$ cat src/rtl/edge_event_arbiter.sv
// Multi-channel input event controller: per-channel sync + debounce + edge
// detection, pending-request latching, round-robin arbitration into a
// first-word-fall-through event FIFO with interrupt and sticky overflow.

// Per-channel front end: two-flop synchroniser, debounce counter and
// edge request generation.
module edge_event_arbiter_chan #(
   parameter int   DEBOUNCE = 16,
   parameter logic IDLE     = 1'b0
) (
   input  logic clk_sys,
   input  logic reset_n,
   input  logic ce,
   input  logic din,
   input  logic rise_en,
   input  logic fall_en,
   output logic level,
   output logic rise_req,
   output logic fall_req
);
   localparam int             CW   = (DEBOUNCE > 1) ? $clog2(DEBOUNCE) : 1;
   localparam logic [CW-1:0]  LAST = CW'(DEBOUNCE - 1);

   logic          sync1, sync2;
   logic [CW-1:0] cnt;
   logic          accept;

   // New level is accepted on the ce tick that completes the hold window;
   // the edge request fires in that same clock.
   assign accept   = ce & (sync2 != level) & (cnt == LAST);
   assign rise_req = accept &  sync2 & rise_en;
   assign fall_req = accept & ~sync2 & fall_en;

   // Two-flop synchroniser for the raw asynchronous input.
   always_ff @(posedge clk_sys or negedge reset_n) begin
      if (!reset_n) begin
         sync1 <= IDLE;
         sync2 <= IDLE;
      end else begin
         sync1 <= din;
         sync2 <= sync1;
      end
   end

   // Debounce: count ce ticks while the synchronised input differs from
   // the accepted level; any return to the accepted level restarts it.
   always_ff @(posedge clk_sys or negedge reset_n) begin
      if (!reset_n) begin
         level <= IDLE;
         cnt   <= '0;
      end else if (sync2 == level) begin
         cnt <= '0;
      end else if (ce) begin
         if (cnt == LAST) begin
            level <= sync2;
            cnt   <= '0;
         end else begin
            cnt <= cnt + 1'b1;
         end
      end
   end
endmodule

module edge_event_arbiter #(
   parameter int                  CHANNELS   = 8,
   parameter int                  DEBOUNCE   = 16,
   parameter int                  FIFO_DEPTH = 8,
   parameter logic [CHANNELS-1:0] IDLE_LEVEL = '0,
   localparam int CHW = (CHANNELS > 1) ? $clog2(CHANNELS) : 1,
   localparam int AW  = $clog2(FIFO_DEPTH)
) (
   input  logic                clk_sys,
   input  logic                reset_n,
   input  logic                ce,
   input  logic [CHANNELS-1:0] signal_in,
   input  logic [CHANNELS-1:0] rise_en,
   input  logic [CHANNELS-1:0] fall_en,
   output logic [CHANNELS-1:0] level_out,
   output logic                evt_valid,
   output logic [CHW-1:0]      evt_chan,
   output logic                evt_dir,
   input  logic                evt_ready,
   output logic [AW:0]         evt_count,
   output logic                overflow,
   input  logic                overflow_clr,
   output logic                irq
);
   localparam int NREQ = 2 * CHANNELS;
   localparam int PW   = $clog2(NREQ);

   logic [CHANNELS-1:0] rise_req, fall_req;
   logic [NREQ-1:0]     req_vec;
   logic [NREQ-1:0]     pend;
   logic [PW-1:0]       ptr;

   logic                gnt_vld;
   logic [PW-1:0]       gnt_idx;
   logic [PW:0]         srch;
   logic [NREQ-1:0]     gnt_mask;
   logic                coalesce;

   logic [CHW-1:0]      mem_chan [FIFO_DEPTH];
   logic                mem_dir  [FIFO_DEPTH];
   logic [AW-1:0]       wr_ptr, rd_ptr;
   logic                fifo_full, push, pop;

   // Per-channel front ends; requests are interleaved rise/fall per channel.
   for (genvar i = 0; i < CHANNELS; i++) begin : g_chan
      edge_event_arbiter_chan #(
         .DEBOUNCE (DEBOUNCE),
         .IDLE     (IDLE_LEVEL[i])
      ) u_chan (
         .clk_sys  (clk_sys),
         .reset_n  (reset_n),
         .ce       (ce),
         .din      (signal_in[i]),
         .rise_en  (rise_en[i]),
         .fall_en  (fall_en[i]),
         .level    (level_out[i]),
         .rise_req (rise_req[i]),
         .fall_req (fall_req[i])
      );
      assign req_vec[2*i]   = rise_req[i];
      assign req_vec[2*i+1] = fall_req[i];
   end

   assign fifo_full = (evt_count == (AW+1)'(FIFO_DEPTH));
   assign evt_valid = (evt_count != '0);
   assign evt_chan  = mem_chan[rd_ptr];
   assign evt_dir   = mem_dir[rd_ptr];
   assign push      = gnt_vld;
   assign pop       = evt_valid & evt_ready;

   // Cyclic first-set search of the pending bits starting at ptr; no grant
   // while the FIFO is full so nothing is ever dropped at the FIFO.
   always_comb begin
      gnt_vld = 1'b0;
      gnt_idx = '0;
      srch    = '0;
      if (!fifo_full) begin
         for (int k = 0; k < NREQ; k++) begin
            srch = {1'b0, ptr} + (PW+1)'(k);
            if (srch >= (PW+1)'(NREQ))
               srch = srch - (PW+1)'(NREQ);
            if (!gnt_vld && pend[srch[PW-1:0]]) begin
               gnt_vld = 1'b1;
               gnt_idx = srch[PW-1:0];
            end
         end
      end
   end

   assign gnt_mask = gnt_vld ? (NREQ'(1) << gnt_idx) : '0;
   // A request landing on a bit that stays pending is merged and lost.
   assign coalesce = |(req_vec & pend & ~gnt_mask);

   // Pending bits and round-robin pointer.
   always_ff @(posedge clk_sys or negedge reset_n) begin
      if (!reset_n) begin
         pend <= '0;
         ptr  <= '0;
      end else begin
         pend <= (pend & ~gnt_mask) | req_vec;
         if (gnt_vld)
            ptr <= (gnt_idx == PW'(NREQ - 1)) ? '0 : gnt_idx + 1'b1;
      end
   end

   // Event FIFO storage and pointers; pointers wrap naturally.
   always_ff @(posedge clk_sys or negedge reset_n) begin
      if (!reset_n) begin
         for (int j = 0; j < FIFO_DEPTH; j++) begin
            mem_chan[j] <= '0;
            mem_dir[j]  <= 1'b0;
         end
         wr_ptr <= '0;
         rd_ptr <= '0;
      end else begin
         if (push) begin
            mem_chan[wr_ptr] <= CHW'(gnt_idx >> 1);
            mem_dir[wr_ptr]  <= ~gnt_idx[0];
            wr_ptr           <= wr_ptr + 1'b1;
         end
         if (pop)
            rd_ptr <= rd_ptr + 1'b1;
      end
   end

   // Occupancy: simultaneous push and pop leave it unchanged.
   always_ff @(posedge clk_sys or negedge reset_n) begin
      if (!reset_n)
         evt_count <= '0;
      else if (push && !pop)
         evt_count <= evt_count + 1'b1;
      else if (pop && !push)
         evt_count <= evt_count - 1'b1;
   end

   // Sticky overflow; a new loss in the clearing clock keeps it set.
   always_ff @(posedge clk_sys or negedge reset_n) begin
      if (!reset_n)
         overflow <= 1'b0;
      else if (coalesce)
         overflow <= 1'b1;
      else if (overflow_clr)
         overflow <= 1'b0;
   end

   // Registered interrupt.
   always_ff @(posedge clk_sys or negedge reset_n) begin
      if (!reset_n)
         irq <= 1'b0;
      else
         irq <= evt_valid | overflow;
   end
endmodule

$ cat config.mk
export PLATFORM = sky130hd
export DESIGN_NAME = edge_event_arbiter
export DESIGN_NICKNAME = d
export VERILOG_FILES = /design/src/rtl/edge_event_arbiter.sv
export SDC_FILE = /design/constraint.sdc
export NUM_CORES = 1
export LEC_CHECK = 0
export ABC_AREA = 1
export BUFFER_PORTS_ARGS = -buffer_cell sky130_fd_sc_hd__buf_2
export CAP_MARGIN = 10
export CORE_MARGIN = 5
export CORE_UTILIZATION = 25
export CTS_BUF_LIST = sky130_fd_sc_hd__clkbuf_8
export CTS_CLUSTER_DIAMETER = 150
export DETAILED_ROUTE_END_ITERATION = 16
export SLEW_MARGIN = 20
export SYNTH_ARGS = -nofsm -noshare
export SYNTH_HDL_FRONTEND = slang
export SYNTH_SLANG_ARGS = --single-unit
$ cat constraint.sdc
create_clock -name clk_sys -period 10.6 [get_ports clk_sys]
set_input_delay 1.06 -clock clk_sys [delete_from_list [all_inputs] [get_ports clk_sys]]
set_output_delay 1.06 -clock clk_sys [all_outputs]
set_load 0.01 [all_outputs]
==> metrics.cfg, run 1 <==
[final_layout]
drive_gt1_frac = 0.113
nets = 1146
nFillCells = 3272
post-route-util = 0.285
fin_cells = 1499
syn2layout_area_growth_pct = 13.1

[drt]
remaining_drc_errors = 0
routed_wirelength_mm = 19.9
routedWlPerCell_um = 13.2
dr.pass1.iters = 5
vias = 6942
ant_nets = 0
vias_per_cell = 4.63
initialDrtViolationCount = 493

[flow_run]
cap_viol_max_count = 0

[status]
outcome = finished, final reports clean

[cts]
clock-root-buffer = clkbuf_8
htree_levels = 4
ctsResizeCount = 0
post_cts_buffers = 0
cts_tree = yes
postCtsHoldBufs = 0
cts_max_path_buffers = 2
path_clk_slew_ns = 0.07
clock-sinks = 120
clk_latency_ns = 0.44
numCtsBuffers = 17

[floorplan]
start_util = 0.252
die_area_um2 = 34400
coreArea_um2 = 30500
io_pins = 48
die_x_um = 185
num_rows = 64
die_y_um = 185

[global_route]
grt_pass1_wl_mm = 33.2
grtUsageTotal = 0.119
grt_pass1_vias = 6575
grt_max_degree = 63
grt-ovfl-total = 0
grt_antenna_before_repair = 0

[yosys]
netlist_area_um2 = 7700
synth.most_common_cell = nand2_1
ys_warn_count = 0
synthTopCellsByCount = 267 x nand2_1, 141 x nand3_1, 121 x inv_1
synth_cell_types = 50
syn_nets = 1107
yosysTopAreaCell = dfrtp_1
seq_area_frac_synth = 0.390
ys_seq_elements = 120
synthFlopType = dfrtp_1
syn_area_per_cell_um2 = 7.32
synth_top_area_frac = 0.390
ys_top_cells_by_area = dfrtp_1 39%, nand2_1 13%, nand3_1 9.2%, inv_1 5.9%, o21ai_0 5.5%
async_flop_share = 1.00
syn_inst = 1051
synth_edf_count = 0

[timing]
rsz0062_at_grt = no
fin_tns_setup_ns = 0
period_minus_slack_ns = 5.59
fin_ws_ns = 5.01
max_slew.worst_pin.slew_ns = 0.839
setup_viol = 0
slew_viol_final = 0
skew_ns = 0.0126
fin_crit_sh = 0.528
relSlewSlack = 0.439
clock.fmax_ghz = 0.179
finalHoldViolCount = 0

[worst_setup_path]
critPathKind = flip-flop to flip-flop
critPathMaxStageDelay_ns = 0.77
start_kind = flip-flop
critPathArrivalTime_ns = 5.92
cp_data_required_time_ns = 10.93
crit_path_top_delay_cell = dfrtp_1
path_max_fanout = 17
end_kind = flip-flop

[worst_hold_path]
hp-class = flip-flop to flip-flop

[placement]
dp_cells = 1467
routabilityCongestion = 0.935
port_buffers = 47
hpwl_mm = 15.2
dp_slack_ns = 5.05

[routing by layer]
layer  part of all wire  wire length [um]  up-vias  global-route usage
met5                  0                 0        -                   0
met4              0.016               325        0              0.0367
met3              0.047               942       22              0.0195
met2               0.46              9150      160               0.196
met1               0.48              9440     3261               0.161
li1                   -                 -     3499                   -
[placed cells by master (no fill, tap or decap), drive strengths merged, types with 5 or more instances in the layout]
master,n
o22ai,5
dfrtp,120
nor4,9
buf,49
xor2,20
nand3,146
a31oi,11
inv,133
bufinv,5
nand2,276
a21oi,26
ha,26
clkbuf,18
xnor2,5
clkinv,7
nor3,19
nand4,12
o21ai,89
nor2,107
[metrics by stage]
stage | instance area (um2) | hold WS, ns
after floorplan | 7700 | 0.331
after global placement | 8250 | 0.332
after detailed placement | 8250 | 0.336
after CTS | 8700 | 0.352
after global routing | 8700 | 0.359
final | 8710 | 0.343
[final cells by class]
class	count	area [um2]	share of cell area
Sequential cell	120	3000	0.345
Inverter	134	510	0.0586
Clock inverter	13	203	0.0233
Multi-Input combinational cell	768	3990	0.459
Tap cell	396	495	0.0569
Timing Repair Buffer	49	253	0.0290
Antenna cell	1	2.50	0.000287
Clock buffer	18	248	0.0285
[registers in the layout, indices dropped and copies added, names as in the netlist, 4 cells and up]
name,flops
evt_count,4
g_chan.u_chan.sync1,8
g_chan.u_chan.sync2,8
mem_chan,24
g_chan.u_chan.cnt,32
mem_dir,8
pend,16
ptr,4
g_chan.u_chan.level,8
[critical path: cells and delay by family (launching register included)]
family,cells,cell delay [ns]
flops,1,0.77
compound gates,1,0.17
fa+ha+maj,3,1.07
simple gates,21,2.75
buf+inv,3,0.70
[logic make-up (layout without fill, tap and decap cells)]
group	after synthesis	in the layout	share of synthesized area
other	0	1	0
AND/OR/NAND/NOR	575	575	0.339
adder cells (fa/ha/maj)	27	27	0.0449
XOR/XNOR	25	25	0.0333
AO/OA/AOI/OAI	141	141	0.102
flip-flops	120	120	0.390
buffers and inverters	163	214	0.0910
[final timing paths]
path,startpoint,to,slack [ns],cells past startpoint
worst max register to register,ptr[1],overflow,5.01,28
worst min-delay path,g_chan[2].u_chan.sync1,g_chan[2].u_chan.sync2,0.34,0
max in group asynchronous,reset_n,g_chan[0].u_chan.cnt[2],8.63,2
worst min register to register,g_chan[2].u_chan.sync1,g_chan[2].u_chan.sync2,0.34,0
min in group asynchronous,reset_n,mem_chan[19],0.69,1
worst max-delay path,ptr[1],overflow,5.01,28
Power of run 1 is left out: the tool's default activity adds up to more than one toggle a clock period on the data nets, which glitch-free logic cannot reach.
==> run 2, diff against run 1 <==
==> constraint.sdc (replaced) <==
create_clock -name clk_sys -period 5.8 [get_ports clk_sys]
set_input_delay 0.58 -clock clk_sys [delete_from_list [all_inputs] [get_ports clk_sys]]
set_output_delay 0.58 -clock clk_sys [all_outputs]
set_load 0.01 [all_outputs]
==> metrics.cfg, run 2 (same netlist as run 1, synthesis figures left out) <==
[worst_setup_path]
cp_data_required_time_ns = 6.13
end_kind = flip-flop
critPathKind = flip-flop to flip-flop
critPathArrivalTime_ns = 5.40
crit_path_top_delay_cell = dfrtp_1
crit_path_frequent_cell = nand2_1
start_kind = flip-flop
critPathMaxStageDelay_ns = 0.75
path_max_fanout = 17

[cts]
numCtsBuffers = 17
cts_max_path_buffers = 2
path_clk_slew_ns = 0.08
clock-root-buffer = clkbuf_8
clock-sinks = 120
ctsResizeCount = 0
post_cts_buffers = 0
postCtsHoldBufs = 0
cts_tree = yes
clk_latency_ns = 0.44
htree_levels = 4

[drt]
initialDrtViolationCount = 487
vias_per_cell = 4.60
dr.pass1.iters = 6
remaining_drc_errors = 0
routedWlPerCell_um = 13.5
routed_wirelength_mm = 20.3
ant_nets = 0
vias = 6911

[global_route]
grt-ovfl-total = 0
grt_pass1_vias = 6637
grtUsageTotal = 0.122
grt_max_degree = 69
grt_pass1_wl_mm = 33.6
grt_antenna_before_repair = 0

[floorplan]
io_pins = 48
die_area_um2 = 34400
coreArea_um2 = 30500
die_x_um = 185
num_rows = 64
start_util = 0.252
die_y_um = 185

[timing]
slew_viol_final = 0
finalHoldViolCount = 0
setup_viol = 0
rsz0062_at_grt = no
fin_crit_sh = 0.873
max_slew.worst_pin.slew_ns = 0.884
clock.fmax_ghz = 0.197
fin_tns_setup_ns = 0
period_minus_slack_ns = 5.07
skew_ns = 0.0117
relSlewSlack = 0.411

[final_layout]
layout_commonest_cell = nand2_1
top_regs = g_chan.u_chan.cnt: 32 flops, mem_chan: 24 flops, pend: 16 flops
drive_gt1_frac = 0.117
largest_register = g_chan.u_chan.cnt
largest_reg_flops = 32
syn2layout_area_growth_pct = 13.2
nets = 1149
n_antenna_cell = 0
final_cell_mix = 267 x nand2_1, 141 x nand3_1, 121 x inv_1
nFillCells = 3270

[placement]
hpwl_mm = 15.6
port_buffers = 47
routabilityCongestion = 0.922

[status]
outcome = finished, final reports clean

[flow_run]
cap_viol_max_count = 0

[worst_hold_path]
hp-class = input pin to flip-flop

run 2: layout make-up:
cell class	instances	area, um2	area share
Inverter	134	510	0.0586
Tap cell	396	495	0.0569
Multi-Input combinational cell	768	3990	0.458
Clock buffer	18	248	0.0284
Timing Repair Buffer	52	275	0.0316
Sequential cell	120	3000	0.345
Clock inverter	14	186	0.0214
run 2: path summary, 6_finish.rpt:
kind / start / end / slack [ns] / cells after the start
worst max-delay path: ptr[1] / overflow / 0.73 / 28
worst min-delay path: signal_in[4] / g_chan[4].u_chan.sync1 / 0.24 / 1
worst max register to register: ptr[1] / overflow / 0.73 / 28
worst min register to register: g_chan[2].u_chan.sync1 / g_chan[2].u_chan.sync2 / 0.35 / 0
max in group asynchronous: reset_n / g_chan[1].u_chan.cnt[2] / 4.31 / 2
min in group asynchronous: reset_n / mem_chan[19] / 0.26 / 1
run 2: per-stage QoR:
stage / instance area, um2 / cells / util / hold slack, ns / setup WS (ns)
floorplan: 7700 / 1051 / - / 0.284 / 1.48
global placement: 8280 / 1470 / 0.271 / 0.331 / 0.947
detailed placement: 8280 / 1470 / 0.271 / 0.336 / 0.807
CTS: 8710 / 1502 / 0.286 / 0.203 / 0.787
global route: 8710 / 1502 / 0.286 / 0.202 / 0.222
finish: 8710 / 1502 / 0.286 / 0.242 / 0.734
run 2: worst max-delay path, delay by kind of cell, from the launching register on:
kind / cells / cell delay, ns
buffers and inverters: 2 / 0.45
adder cells (fa/ha/maj): 3 / 0.92
flip-flops: 1 / 0.75
AO/OA/AOI/OAI: 1 / 0.27
AND/OR/NAND/NOR: 22 / 2.55
run 2: layer usage:
metal / vias up / routed length, um / global-route usage
met5: - / 0 / 0
li1: 3504 / - / -
met2: 169 / 9530 / 0.199
met3: 20 / 887 / 0.0223
met4: 0 / 363 / 0.0396
met1: 3218 / 9490 / 0.163
Power of run 2 is left out for the same reason.
==> run 3, diff against run 2 <==
--- a/config.mk
+++ b/config.mk
@@ -8,7 +8,7 @@
 export ABC_AREA = 1
 export BUFFER_PORTS_ARGS = -buffer_cell sky130_fd_sc_hd__buf_2
 export CAP_MARGIN = 10
-export CORE_MARGIN = 5
+export CORE_MARGIN = 4
 export CORE_UTILIZATION = 25
 export CTS_BUF_LIST = sky130_fd_sc_hd__clkbuf_8
 export CTS_CLUSTER_DIAMETER = 150
==> metrics.cfg, run 3 (same netlist as run 1, synthesis figures left out) <==
[status]
outcome = finished, final reports clean

[global_route]
grt_pass1_vias = 6578
grt_max_degree = 70
grt_pass1_wl_mm = 33.4
grt-ovfl-total = 0
grtUsageTotal = 0.120
grt_antenna_before_repair = 0

[final_layout]
fin_cells = 1496
drive_gt1_frac = 0.117
largest_register = g_chan.u_chan.cnt
n_antenna_cell = 0
layout_commonest_cell = nand2_1
nets = 1149
nFillCells = 3201
syn2layout_area_growth_pct = 12.8
final_cell_mix = 267 x nand2_1, 141 x nand3_1, 121 x inv_1
top_regs = g_chan.u_chan.cnt: 32 flops, mem_chan: 24 flops, pend: 16 flops
largest_reg_flops = 32

[timing]
finalHoldViolCount = 0
fin_tns_setup_ns = 0
fin_crit_sh = 0.848
skew_ns = 0.0226
rsz0062_at_grt = no
relSlewSlack = 0.421
slew_viol_final = 0
setup_viol = 0
clock.fmax_ghz = 0.203
period_minus_slack_ns = 4.92
max_slew.worst_pin.slew_ns = 0.868

[worst_setup_path]
critPathKind = flip-flop to flip-flop
start_kind = flip-flop
cp_data_required_time_ns = 6.15
end_kind = flip-flop
critPathArrivalTime_ns = 5.27
path_max_fanout = 16

[drt]
remaining_drc_errors = 0
routed_wirelength_mm = 19.7
routedWlPerCell_um = 13.2
vias_per_cell = 4.60
initialDrtViolationCount = 625
dr.pass1.iters = 5
ant_nets = 0
vias = 6880

[placement]
routabilityCongestion = 0.925
port_buffers = 47
dp_cells = 1464
hpwl_mm = 15.0

[cts]
clk_latency_ns = 0.44
clock-sinks = 120
htree_levels = 4
ctsResizeCount = 0
path_clk_slew_ns = 0.10
numCtsBuffers = 17
post_cts_buffers = 0
cts_tree = yes
postCtsHoldBufs = 0
cts_max_path_buffers = 2
clock-root-buffer = clkbuf_8

[floorplan]
io_pins = 48
die_area_um2 = 33700
die_x_um = 183
num_rows = 63
start_util = 0.256
die_y_um = 183
coreArea_um2 = 30000

[worst_hold_path]
hp-class = input pin to async pin

[flow_run]
cap_viol_max_count = 0

## run 3: cell types whose count changed in the layout (fill, tap and decap cells not counted), sizes merged
cell	previous run	this run
bufinv	3	2
clkinv	3	4
inv	140	139
clkinvlp	2	3
## run 3: final cells by class
class,instances,area [um2],share of cell area
multi-input combinational,768,3990,0.460
sequential,120,3000,0.346
inverter,134,510,0.0588
tap,390,488,0.0562
timing repair buffer,52,275,0.0317
clock buffer,18,248,0.0285
clock inverter,14,164,0.0189
## run 3: per-stage QoR
step,area (um2),hold WS [ns],utilization,setup slack (ns)
final,8680,0.169,0.289,0.881
after global routing,8680,0.204,0.289,0.310
after CTS,8680,0.172,0.289,0.912
after detailed placement,8270,0.335,0.275,0.933
after global placement,8270,0.333,0.275,1.07
after floorplan,7700,0.284,-,1.48
## run 3: critical path, stage by stage (launching register included)
cell     delay, ns
dfrtp_1       0.39
inv_2         0.26
ha_1          0.47
inv_1         0.39
nand3_1       0.16
nand3_1       0.13
nand2_1       0.08
nand2_1       0.10
nand2_2       0.10
nor2_8        0.13
nand4_4       0.10
nor2_4        0.15
nand4_4       0.12
nor2_4        0.16
nand4_4       0.11
nor2_4        0.16
nand3_1       0.09
nand2_1       0.14
inv_1         0.22
ha_1          0.30
inv_1         0.12
ha_1          0.24
a21o_1        0.18
a21oi_1       0.17
nor2_1        0.06
nor2_1        0.14
xor2_1        0.15
## run 3: final timing paths
check | endpoint | from | cells after the start | slack (ns)
max in group asynchronous | mem_dir[2] | reset_n | 2 | 4.29
worst min register to register | g_chan[4].u_chan.sync2 | g_chan[4].u_chan.sync1 | 0 | 0.35
worst min-delay path | g_chan[7].u_chan.cnt[1] | reset_n | 1 | 0.17
min in group clk_sys | g_chan[1].u_chan.sync1 | signal_in[1] | 1 | 0.23
worst max register to register | evt_count[3] | ptr[1] | 26 | 0.88
worst max-delay path | evt_count[3] | ptr[1] | 26 | 0.88
## run 3: layer usage
| layer | track usage | share of wire |
|---|---|---|
| met2 | 0.194 | 0.46 |
| met5 | 0 | 0 |
| met4 | 0.0420 | 0.021 |
| met3 | 0.0190 | 0.042 |
| met1 | 0.165 | 0.47 |
Power of run 3 is left out for the same reason.
